## src/rtl/clk_period_meter_pkg.sv

```systemverilog
// Shared definitions for the clock period meter.
//   meas_state_e     : measurement FSM states
//   MCLK_HZ          : nominal board clock frequency
//   DEF_CNT_W        : default counter width (holds 5_000_002 for a 10 Hz input)
//   DEF_TIMEOUT      : default loss-of-signal timeout in mclk cycles
//   DEF_SYNC_STAGES  : default synchronizer depth
package clk_period_meter_pkg;

   typedef enum logic {
      IDLE = 1'b0,
      MEAS = 1'b1
   } meas_state_e;

   localparam int MCLK_HZ         = 50_000_000;
   localparam int DEF_CNT_W       = 24;
   localparam int DEF_TIMEOUT     = 10_000_000;
   localparam int DEF_SYNC_STAGES = 2;

endpackage

```

## src/rtl/clk_period_meter_if.sv

```systemverilog
// Signal bundle between the period meter and its consumer (LED / 7-seg logic).
//   sig_in        : slow square wave to measure (driven by the consumer side)
//   sig_sync      : synchronized copy of sig_in, handy for an activity LED
//   period        : last period, mclk cycles, rise-to-rise
//   high_time     : last high time, mclk cycles, rise-to-fall
//   period_valid  : 1-cycle pulse when period/high_time update
//   locked        : a full period has been measured and no timeout since
//   timeout       : 1-cycle pulse when the signal is declared lost
// Modports: master = meter, slave = consumer.
interface clk_period_meter_if
   import clk_period_meter_pkg::*;
#(
   parameter int CNT_W = DEF_CNT_W
);
   logic             sig_in;
   logic             sig_sync;
   logic [CNT_W-1:0] period;
   logic [CNT_W-1:0] high_time;
   logic             period_valid;
   logic             locked;
   logic             timeout;

   modport master (
      input  sig_in,
      output sig_sync, period, high_time, period_valid, locked, timeout
   );

   modport slave (
      output sig_in,
      input  sig_sync, period, high_time, period_valid, locked, timeout
   );
endinterface

```

## src/rtl/clk_period_meter_sync_edge_det.sv

```systemverilog
// Synchronizer plus edge detector for an asynchronous single-bit input.
// Reusable for push buttons and other slow external signals.
//   mclk  : clock
//   rst   : synchronous active-high reset, clears the chain
//   d     : asynchronous input
//   q     : synchronized level
//   rise  : 1 for one cycle after q goes 0 -> 1
//   fall  : 1 for one cycle after q goes 1 -> 0
module sync_edge_det #(
   parameter int SYNC_STAGES = 2
) (
   input  logic mclk,
   input  logic rst,
   input  logic d,
   output logic q,
   output logic rise,
   output logic fall
);

   logic [SYNC_STAGES-1:0] sync_q;
   logic                   s_d;

   always_ff @(posedge mclk) begin
      if (rst) begin
         sync_q <= '0;
         s_d    <= 1'b0;
      end else begin
         sync_q <= {sync_q[SYNC_STAGES-2:0], d};
         s_d    <= sync_q[SYNC_STAGES-1];
      end
   end

   assign q    = sync_q[SYNC_STAGES-1];
   assign rise = q & ~s_d;
   assign fall = ~q & s_d;

endmodule

```

## src/rtl/clk_period_meter.sv

```systemverilog
// Measures period and high time of a slow asynchronous square wave in mclk
// cycles, pulses period_valid once per period and drops lock on timeout.
//   mclk  : board clock, all logic on posedge
//   rst   : synchronous active-high reset
//   bus   : clk_period_meter_if.master (sig_in in, measurement results out)
//
// state | meaning
// ------+--------------------------------------------------------------
// IDLE  | no edge seen yet (or signal lost); cnt held at 0
// MEAS  | counting mclk cycles since the last rising edge
module clk_period_meter
   import clk_period_meter_pkg::*;
#(
   parameter int CNT_W       = DEF_CNT_W,
   parameter int TIMEOUT     = DEF_TIMEOUT,
   parameter int SYNC_STAGES = DEF_SYNC_STAGES
) (
   input  logic                mclk,
   input  logic                rst,
   clk_period_meter_if.master  bus
);

   localparam logic [CNT_W-1:0] TO_CNT  = CNT_W'(TIMEOUT);
   localparam logic [CNT_W-1:0] CNT_ONE = CNT_W'(1);
   localparam logic [CNT_W-1:0] CNT_MAX = '1;

   logic rise;
   logic fall;

   meas_state_e      state_q,  state_d;
   logic [CNT_W-1:0] cnt_q,    cnt_d;
   logic [CNT_W-1:0] hi_q,     hi_d;
   logic             have_q,   have_d;
   logic [CNT_W-1:0] period_q, period_d;
   logic [CNT_W-1:0] high_q,   high_d;
   logic             valid_q,  valid_d;
   logic             lock_q,   lock_d;
   logic             to_q,     to_d;

   sync_edge_det #(
      .SYNC_STAGES (SYNC_STAGES)
   ) u_sync (
      .mclk (mclk),
      .rst  (rst),
      .d    (bus.sig_in),
      .q    (bus.sig_sync),
      .rise (rise),
      .fall (fall)
   );

   always_ff @(posedge mclk) begin
      if (rst) begin
         state_q  <= IDLE;
         cnt_q    <= '0;
         hi_q     <= '0;
         have_q   <= 1'b0;
         period_q <= '0;
         high_q   <= '0;
         valid_q  <= 1'b0;
         lock_q   <= 1'b0;
         to_q     <= 1'b0;
      end else begin
         state_q  <= state_d;
         cnt_q    <= cnt_d;
         hi_q     <= hi_d;
         have_q   <= have_d;
         period_q <= period_d;
         high_q   <= high_d;
         valid_q  <= valid_d;
         lock_q   <= lock_d;
         to_q     <= to_d;
      end
   end

   // cnt is 1 in the cycle after a rise pulse, so at the next rise it holds
   // the exact rise-to-rise distance; the same holds for the fall capture.
   always_comb begin
      state_d  = state_q;
      cnt_d    = cnt_q;
      hi_d     = hi_q;
      have_d   = have_q;
      period_d = period_q;
      high_d   = high_q;
      valid_d  = 1'b0;
      lock_d   = lock_q;
      to_d     = 1'b0;

      case (state_q)
         IDLE: begin
            cnt_d = '0;
            if (rise) begin
               state_d = MEAS;
               cnt_d   = CNT_ONE;
               have_d  = 1'b0;
            end
         end

         MEAS: begin
            if (rise) begin
               // A rise on the timeout cycle still completes the period.
               period_d = cnt_q;
               high_d   = hi_q;
               valid_d  = 1'b1;
               lock_d   = have_q;
               cnt_d    = CNT_ONE;
            end else if (cnt_q == TO_CNT) begin
               to_d    = 1'b1;
               lock_d  = 1'b0;
               cnt_d   = '0;
               state_d = IDLE;
            end else begin
               if (fall) begin
                  hi_d   = cnt_q;
                  have_d = 1'b1;
               end
               cnt_d = (cnt_q == CNT_MAX) ? cnt_q : cnt_q + CNT_ONE;
            end
         end

         default: begin
            state_d = IDLE;
            cnt_d   = '0;
         end
      endcase
   end

   assign bus.period       = period_q;
   assign bus.high_time    = high_q;
   assign bus.period_valid = valid_q;
   assign bus.locked       = lock_q;
   assign bus.timeout      = to_q;

endmodule

```

## src/flat_wrapper.sv

```systemverilog
// flat-port wrapper written by rule: the top's interface ports become plain ports
module clk_period_meter_flat import clk_period_meter_pkg::*;
#(
   parameter int CNT_W       = DEF_CNT_W,
   parameter int TIMEOUT     = DEF_TIMEOUT,
   parameter int SYNC_STAGES = DEF_SYNC_STAGES
)
  (mclk, rst, bus_sig_in, bus_sig_sync, bus_period, bus_high_time, bus_period_valid, bus_locked, bus_timeout);
  clk_period_meter_if #(.CNT_W(CNT_W)) bus_i ();
  input  logic mclk;
  input  logic rst;
  input wire logic [$bits(bus_i.sig_in)-1:0] bus_sig_in;
  output wire logic [$bits(bus_i.sig_sync)-1:0] bus_sig_sync;
  output wire logic [$bits(bus_i.period)-1:0] bus_period;
  output wire logic [$bits(bus_i.high_time)-1:0] bus_high_time;
  output wire logic [$bits(bus_i.period_valid)-1:0] bus_period_valid;
  output wire logic [$bits(bus_i.locked)-1:0] bus_locked;
  output wire logic [$bits(bus_i.timeout)-1:0] bus_timeout;
  assign bus_i.sig_in = bus_sig_in;
  assign bus_sig_sync = bus_i.sig_sync;
  assign bus_period = bus_i.period;
  assign bus_high_time = bus_i.high_time;
  assign bus_period_valid = bus_i.period_valid;
  assign bus_locked = bus_i.locked;
  assign bus_timeout = bus_i.timeout;
  clk_period_meter #(.CNT_W(CNT_W), .TIMEOUT(TIMEOUT), .SYNC_STAGES(SYNC_STAGES)) u_core (.mclk(mclk), .rst(rst), .bus(bus_i));
endmodule
```

## config.mk

```make
export PLATFORM = sky130hd
export DESIGN_NAME = clk_period_meter_flat
export DESIGN_NICKNAME = d
export VERILOG_FILES = /design/src/rtl/clk_period_meter_pkg.sv /design/src/rtl/clk_period_meter_if.sv /design/src/rtl/clk_period_meter_sync_edge_det.sv /design/src/rtl/clk_period_meter.sv /design/src/flat_wrapper.sv
export SDC_FILE = /design/constraint.sdc
export NUM_CORES = 1
export LEC_CHECK = 0
export CAP_MARGIN = 20
export CELL_PAD_IN_SITES_DETAIL_PLACEMENT = 0
export CELL_PAD_IN_SITES_GLOBAL_PLACEMENT = 2
export CORE_AREA = 3 3 112 158
export DETAILED_ROUTE_END_ITERATION = 12
export DIE_AREA = 0 0 115 161
export GPL_ROUTABILITY_DRIVEN = 0
export HOLD_SLACK_MARGIN = 0.06
export PLACE_DENSITY = 0.59
export SKIP_CTS_REPAIR_TIMING = 1
export SLEW_MARGIN = 0
export SYNTH_ARGS = -nofsm -noshare
export SYNTH_HDL_FRONTEND = slang
export SYNTH_SLANG_ARGS = --single-unit
```

## constraint.sdc

```tcl
create_clock -name mclk -period 2.7 [get_ports mclk]
set_clock_uncertainty 0.1 [all_clocks]
set_input_delay 0.54 -clock mclk [delete_from_list [all_inputs] [get_ports mclk]]
set_output_delay 0.54 -clock mclk [all_outputs]
set_load 0.03 [all_outputs]
```

### Yosys cells after proc, flatten, opt, wreduce, memory -nomap -nowiden

Index checks and enable logic that the tools add are counted.

| word-level totals | value |
|---|---|
| ROM bits | 0 |
| memories kept | 0 |
| bits in writable memories | 0 |
| bits in latches | 0 |
| register bits after elaboration | 104 |
| word-level logic and storage cells | 50 |

| cells by class | value |
|---|---|
| shift-type cells | 0 |
| divide/modulo/power cells | 0 |
| mux-type cells | 17 |
| add/sub/neg operators | 1 |
| bitwise operators | 7 |
| $mul | 0 |
| reduce and logical (&&, ||, !) cells | 7 |
| order comparisons | 0 |
| eq/ne operators | 7 |

Operators by type and width:

| operator | number |
|---|---|
| two-way mux 24 bit | 3 |
| equality test 24 bit, second input constant | 2 |
| case mux 24 bit (2 select lines) | 1 |
| adder 24 x 1 -> 24 bit, second input constant | 1 |
| two-way mux 1 bit | 11 |
| AND reduction 4 bit | 2 |
| inverter 1 bit | 5 |
| inequality test 2 x 1 -> 1 bit, second input constant | 2 |
| inequality test 2 bit, second input constant | 2 |
| inequality test 4 x 3 -> 1 bit, second input constant | 1 |
| case mux 1 bit (2 select lines) | 2 |
| AND reduction 2 bit | 2 |
| OR reduction 3 bit | 1 |
| AND 1 bit | 2 |
| nonzero test 2 bit | 1 |
| OR reduction 2 bit | 1 |

### Depth between registers and ports, before layout

Gate-level depths: netlist of run 1.

| depth | value |
|---|---|
| word-level depth | 6 |
| depth in mapped cells | 8 |

### Cells and area by module

From an unflattened synthesis of run 1, not the netlist that was laid out.

| unflattened totals | value |
|---|---|
| cell total of the unflattened synthesis | 415 |
| area, all modules | 4131.5 um^2 |

Modules (own cells, without submodules):

| module | cells each | sequential area each (um^2) | instances | area an instance (um^2) |
|---|---|---|---|---|
| clk_period_meter | 407 | 2021.9 | 1 | 4040.1 |
| sync_edge_det | 8 | 60.1 | 1 | 91.3 |

### Least setup slack after synthesis of run 1

Ideal clock, no wire load.

| timing | value |
|---|---|
| path type | register to register |
| start point | register u_core.cnt_q[0] |
| end point | register u_core.cnt_q[16] |
| required time | 2.529 ns |
| arrival time | 2.116 ns |
| cell stages (with the launch flop) | 7 |
| path slack | 0.414 ns |
| cell sequence | dfxtp_1 ha_1 nand3_1 or3_4 or3_1 or4_1 a21oi_1 |

| between the ends | value |
|---|---|
| longest elaborated chain between the ends | 5 |

RTL lines:

| what | RTL line | RTL |
|---|---|---|
| start: declaration | clk_period_meter.sv:31 | `logic [CNT_W-1:0] cnt_q, cnt_d;` |
| start signal: assignment | clk_period_meter.sv:64 | `cnt_q <= cnt_d;` |
| adder 24 x 1 -> 24 bit | clk_period_meter.sv:116 | `cnt_d = (cnt_q == CNT_MAX) ? cnt_q : cnt_q + CNT_ONE;` |
| two-way mux 24 bit | clk_period_meter.sv:116 |  |
| two-way mux 24 bit | clk_period_meter.sv:106 | `end else if (cnt_q == TO_CNT) begin` |
| two-way mux 24 bit | clk_period_meter.sv:99 | `if (rise) begin` |
| case mux 24 bit (2 select lines) | clk_period_meter.sv:88 | `case (state_q)` |

Parallel ways exist; a longest one is shown, timed or not. The select of a mux whose other input is x is not followed.
A chain may end at the register's enable or synchronous reset.

### Worst setup path after layout of run 1

| timing | value |
|---|---|
| start point | register u_core.cnt_q[1] |
| end point | register u_core.cnt_q[16] |

The elaborated chain is that of the path after synthesis.

==> reports/results.txt, run 1 <==
status - complete, no violations
Yosys top cell area share - 51.1%
CP max stage cell - sky130_fd_sc_hd__or4_1
initial core utilization - 24.6%
Clock Root Buffer - sky130_fd_sc_hd__clkbuf_16
# DRC - 0
TritonCTS clock tree - yes
cell taking the most area after synthesis - sky130_fd_sc_hd__dfxtp_1
placement row count - 56
setup repair after global routing missed its margin - no
clock latency on the worst-skew pair - 340 ps
number of endpoints failing setup at the final stage - 0
via count normalized by instance count - 4.65
cell breakdown of the critical path - ha_1 -> nand3_1 -> or3_4 -> or3_1 -> or4_1 -> a21oi_1
ANT nets after route - 0
number of buffers added by the clock tree synthesis step - 9
crit path buf inv count - 0
number of enable flip-flop cells after synthesis - 0
Worst setup SP type - register
Total GRT Usage - 12.9%
maximum clock frequency - 408 MHz
fraction of synthesis flops using an asynchronous set or reset pin - 0%
Die Outline Area - 18500 um2
maximum fanout along the worst path - 7
element type at the critical path end - register
synthesis-to-layout area growth - 28.3%
synthesis warning total - 0
CP Data Arrival Time - 2620 ps
cell family contributing the most delay on the critical path - simple AND/OR/NAND/NOR gates
number of sinks handled by clock tree synthesis - 104
headroom to the max-slew limit - 42.5%
DIE HEIGHT - 161 um
synth top area cells - sky130_fd_sc_hd__dfxtp_1 51%, sky130_fd_sc_hd__nand2_1 10%, sky130_fd_sc_hd__a21oi_1 8.0%, sky130_fd_sc_hd__mux2i_1 6.1%, sky130_fd_sc_hd__nor2_1 2.9%
Mapped Avg Cell Area - 8.52 um2
peak ir drop on the vdd network - 0.310 mV
CTS HTree Levels - 3
number of DRC markers in iteration 0 - 157
sum of negative setup slack - 0 ps
half-perimeter wire length after placement - 7.83 mm
cell count after synthesis - 478
required time reported for the critical path endpoint - 2870 ps
path class of the lowest-slack min-delay path - register to register
number of synthesized register bits - 104
maximum clock insertion buffer count - 2
top-count cell post-synth - sky130_fd_sc_hd__nand2_1
power per cell area - 576 nW/um2
Final Power - 3.01 mW
wire length of the first global-routing pass - 19.0 mm
largest net degree at the start of global routing - 82
number of vias in the routed layout - 3425
top cell types by occurrence after synthesis - 111 x sky130_fd_sc_hd__nand2_1, 104 x sky130_fd_sc_hd__dfxtp_1, 65 x sky130_fd_sc_hd__a21oi_1, 32 x sky130_fd_sc_hd__nor2_1, 25 x sky130_fd_sc_hd__mux2i_1
Final Critical Period - 2450 ps
Core Box Area - 16500 um2
Total Wirelength - 11.3 mm
net count reported at finish - 534
leading register cell type out of synthesis - sky130_fd_sc_hd__dfxtp_1
die width - 115 um
Mapped Area - 4070 um2
maximum cell stage delay along the critical path - 470 ps
clock transition at the register clock pins on the worst setup and hold paths after CTS - 70 ps
post-synth net total - 483
io pins - 55
proportion of synthesized chip area in sequential cells - 51.1%
fraction of layout instances using a drive strength above 1 - 7.87%
leakage component of the power - 1.81 nW
final clock period utilization by the worst path - 90.7%
Final Hold Fails - 0
transition time of the tightest slew-check pin - 863 ps
via count of the first global-routing pass - 3420
final max-slew violation count - 0
number of antenna violations at the first check in global routing - 0
max-cap violations - 0
Netlist cell types - 40
number of iterations in the first detailed-routing pass - 4
number of filler instances in the final layout - 1771
global route overflow - 0
Worst Path Class, Setup - register to register
diodes inserted - 0
final routed wire length divided by cell count - 15.4 um
IO Port Bufs - 54
-- cell type report --
class	instances	area [um2]	share of cell area, %
inverter	9	33.8	0.646
clock inverter	3	47.5	0.910
tap	203	254	4.86
clock buffer	13	280	5.36
multi-input combinational	333	1840	35.3
timing repair buffer	72	683	13.1
sequential	104	2080	39.9
-- layer usage --
metal | part of all wire (%) | global-route usage, % | vias up
met4 | 1.5 | 4.43 | 0
met1 | 48 | 18.0 | 1622
met2 | 48 | 20.0 | 55
met3 | 3.0 | 2.10 | 7
met5 | 0 | 0 | -
li1 | - | - | 1741
-- cells in the final DEF, fill, tap and decap left out, types with 2 or more instances in the layout --
cell                              synthesis  layout
sky130_fd_sc_hd__clkinv_4                 0       2
sky130_fd_sc_hd__a21oi_1                 65      65
sky130_fd_sc_hd__and4_1                   6       6
sky130_fd_sc_hd__dfxtp_1                104     102
sky130_fd_sc_hd__or3_1                   10      10
sky130_fd_sc_hd__clkdlybuf4s50_1          0      53
sky130_fd_sc_hd__buf_4                    2      17
sky130_fd_sc_hd__clkbuf_16                0       9
sky130_fd_sc_hd__nor2b_1                  4       4
sky130_fd_sc_hd__ha_1                     2       2
sky130_fd_sc_hd__clkbuf_8                 0       4
sky130_fd_sc_hd__nand3_1                  6       6
sky130_fd_sc_hd__nor2_1                  32      31
sky130_fd_sc_hd__nand4_1                  7       7
sky130_fd_sc_hd__xnor2_1                  8       8
sky130_fd_sc_hd__nand2_1                111     111
sky130_fd_sc_hd__dfxtp_2                  0       2
sky130_fd_sc_hd__mux2i_1                 25      25
sky130_fd_sc_hd__o31ai_1                  4       4
sky130_fd_sc_hd__nor4b_1                  2       2
sky130_fd_sc_hd__or4_1                    5       5
sky130_fd_sc_hd__o21ai_0                 16      16
sky130_fd_sc_hd__nor3_1                   6       6
sky130_fd_sc_hd__nor4_1                   5       5
sky130_fd_sc_hd__a311oi_1                 3       3
sky130_fd_sc_hd__inv_1                    9       9
-- worst register-to-register path, stage by stage, from the launching register on --
cell	delay, ps
sky130_fd_sc_hd__dfxtp_2	390
sky130_fd_sc_hd__ha_1	230
sky130_fd_sc_hd__nand3_1	230
sky130_fd_sc_hd__or3_4	420
sky130_fd_sc_hd__or3_1	390
sky130_fd_sc_hd__or4_1	470
sky130_fd_sc_hd__a21oi_1	140
-- logic make-up (layout without fill, tap and decap cells) --
| logic type | Yosys count | after routing | synth area share, % |
|---|---|---|---|
| flip-flops | 104 | 104 | 51.1 |
| XOR/XNOR | 8 | 8 | 1.72 |
| buffers and inverters | 41 | 97 | 4.12 |
| AND/OR/NAND/NOR | 203 | 203 | 23.4 |
| AO/OA/AOI/OAI | 95 | 95 | 12.9 |
| multiplexers | 25 | 25 | 6.14 |
| adder cells (fa/ha/maj) | 2 | 2 | 0.614 |
-- power by group --
part,switching [mW],total (mW),internal [mW]
registers,0.00436,1.54,1.54
logic,0.0444,0.0609,0.0165
clock network,0.582,1.41,0.824
-- registers in the layout, indices dropped and copies added, names as in the netlist --
register and count:
u_core.bus.period 24, u_core.u_sync.s_d 1, u_core.state_q 1, u_core.bus.period_valid 1, u_core.cnt_q 24, u_core.bus.high_time 24
u_core.have_q 1, u_core.bus.locked 1, u_core.hi_q 24, u_core.bus.timeout 1, u_core.u_sync.sync_q 2
-- stage by stage --
step,hold slack (ps),instance area (um2),std cells,utilization [%],worst slack [ps]
final,353,5230,737,31.6,252
after CTS,352,5220,737,31.6,167
after global routing,361,5230,737,31.6,104
after floorplan,314,4070,478,-,414
after global placement,323,4900,721,29.6,228
after detailed placement,337,4900,721,29.6,191
-- path summary, 6_finish.rpt --
check	from	to	slack, ps	depth (start not counted)
setup / recovery	u_core.cnt_q[1]	u_core.cnt_q[16]	250	6
hold reg to reg	u_core.hi_q[5]	u_core.bus.high_time[5]	350	2
hold / removal	u_core.hi_q[5]	u_core.bus.high_time[5]	350	2
setup reg to reg	u_core.cnt_q[1]	u_core.cnt_q[16]	250	6
(Power assumes the default switching activity.)
==> run 2, diff against run 1 <==
- ABC_CLOCK_PERIOD_IN_PS: default -> 2700
==> results of run 2 <==
The final DEF is identical to that of run 1; final timing and power are the same.
==> run 3, diff against run 2 <==
- SKIP_CTS_REPAIR_TIMING: 1 -> default
==> results of run 3 <==
The final DEF is identical to that of run 1; final timing and power are the same.
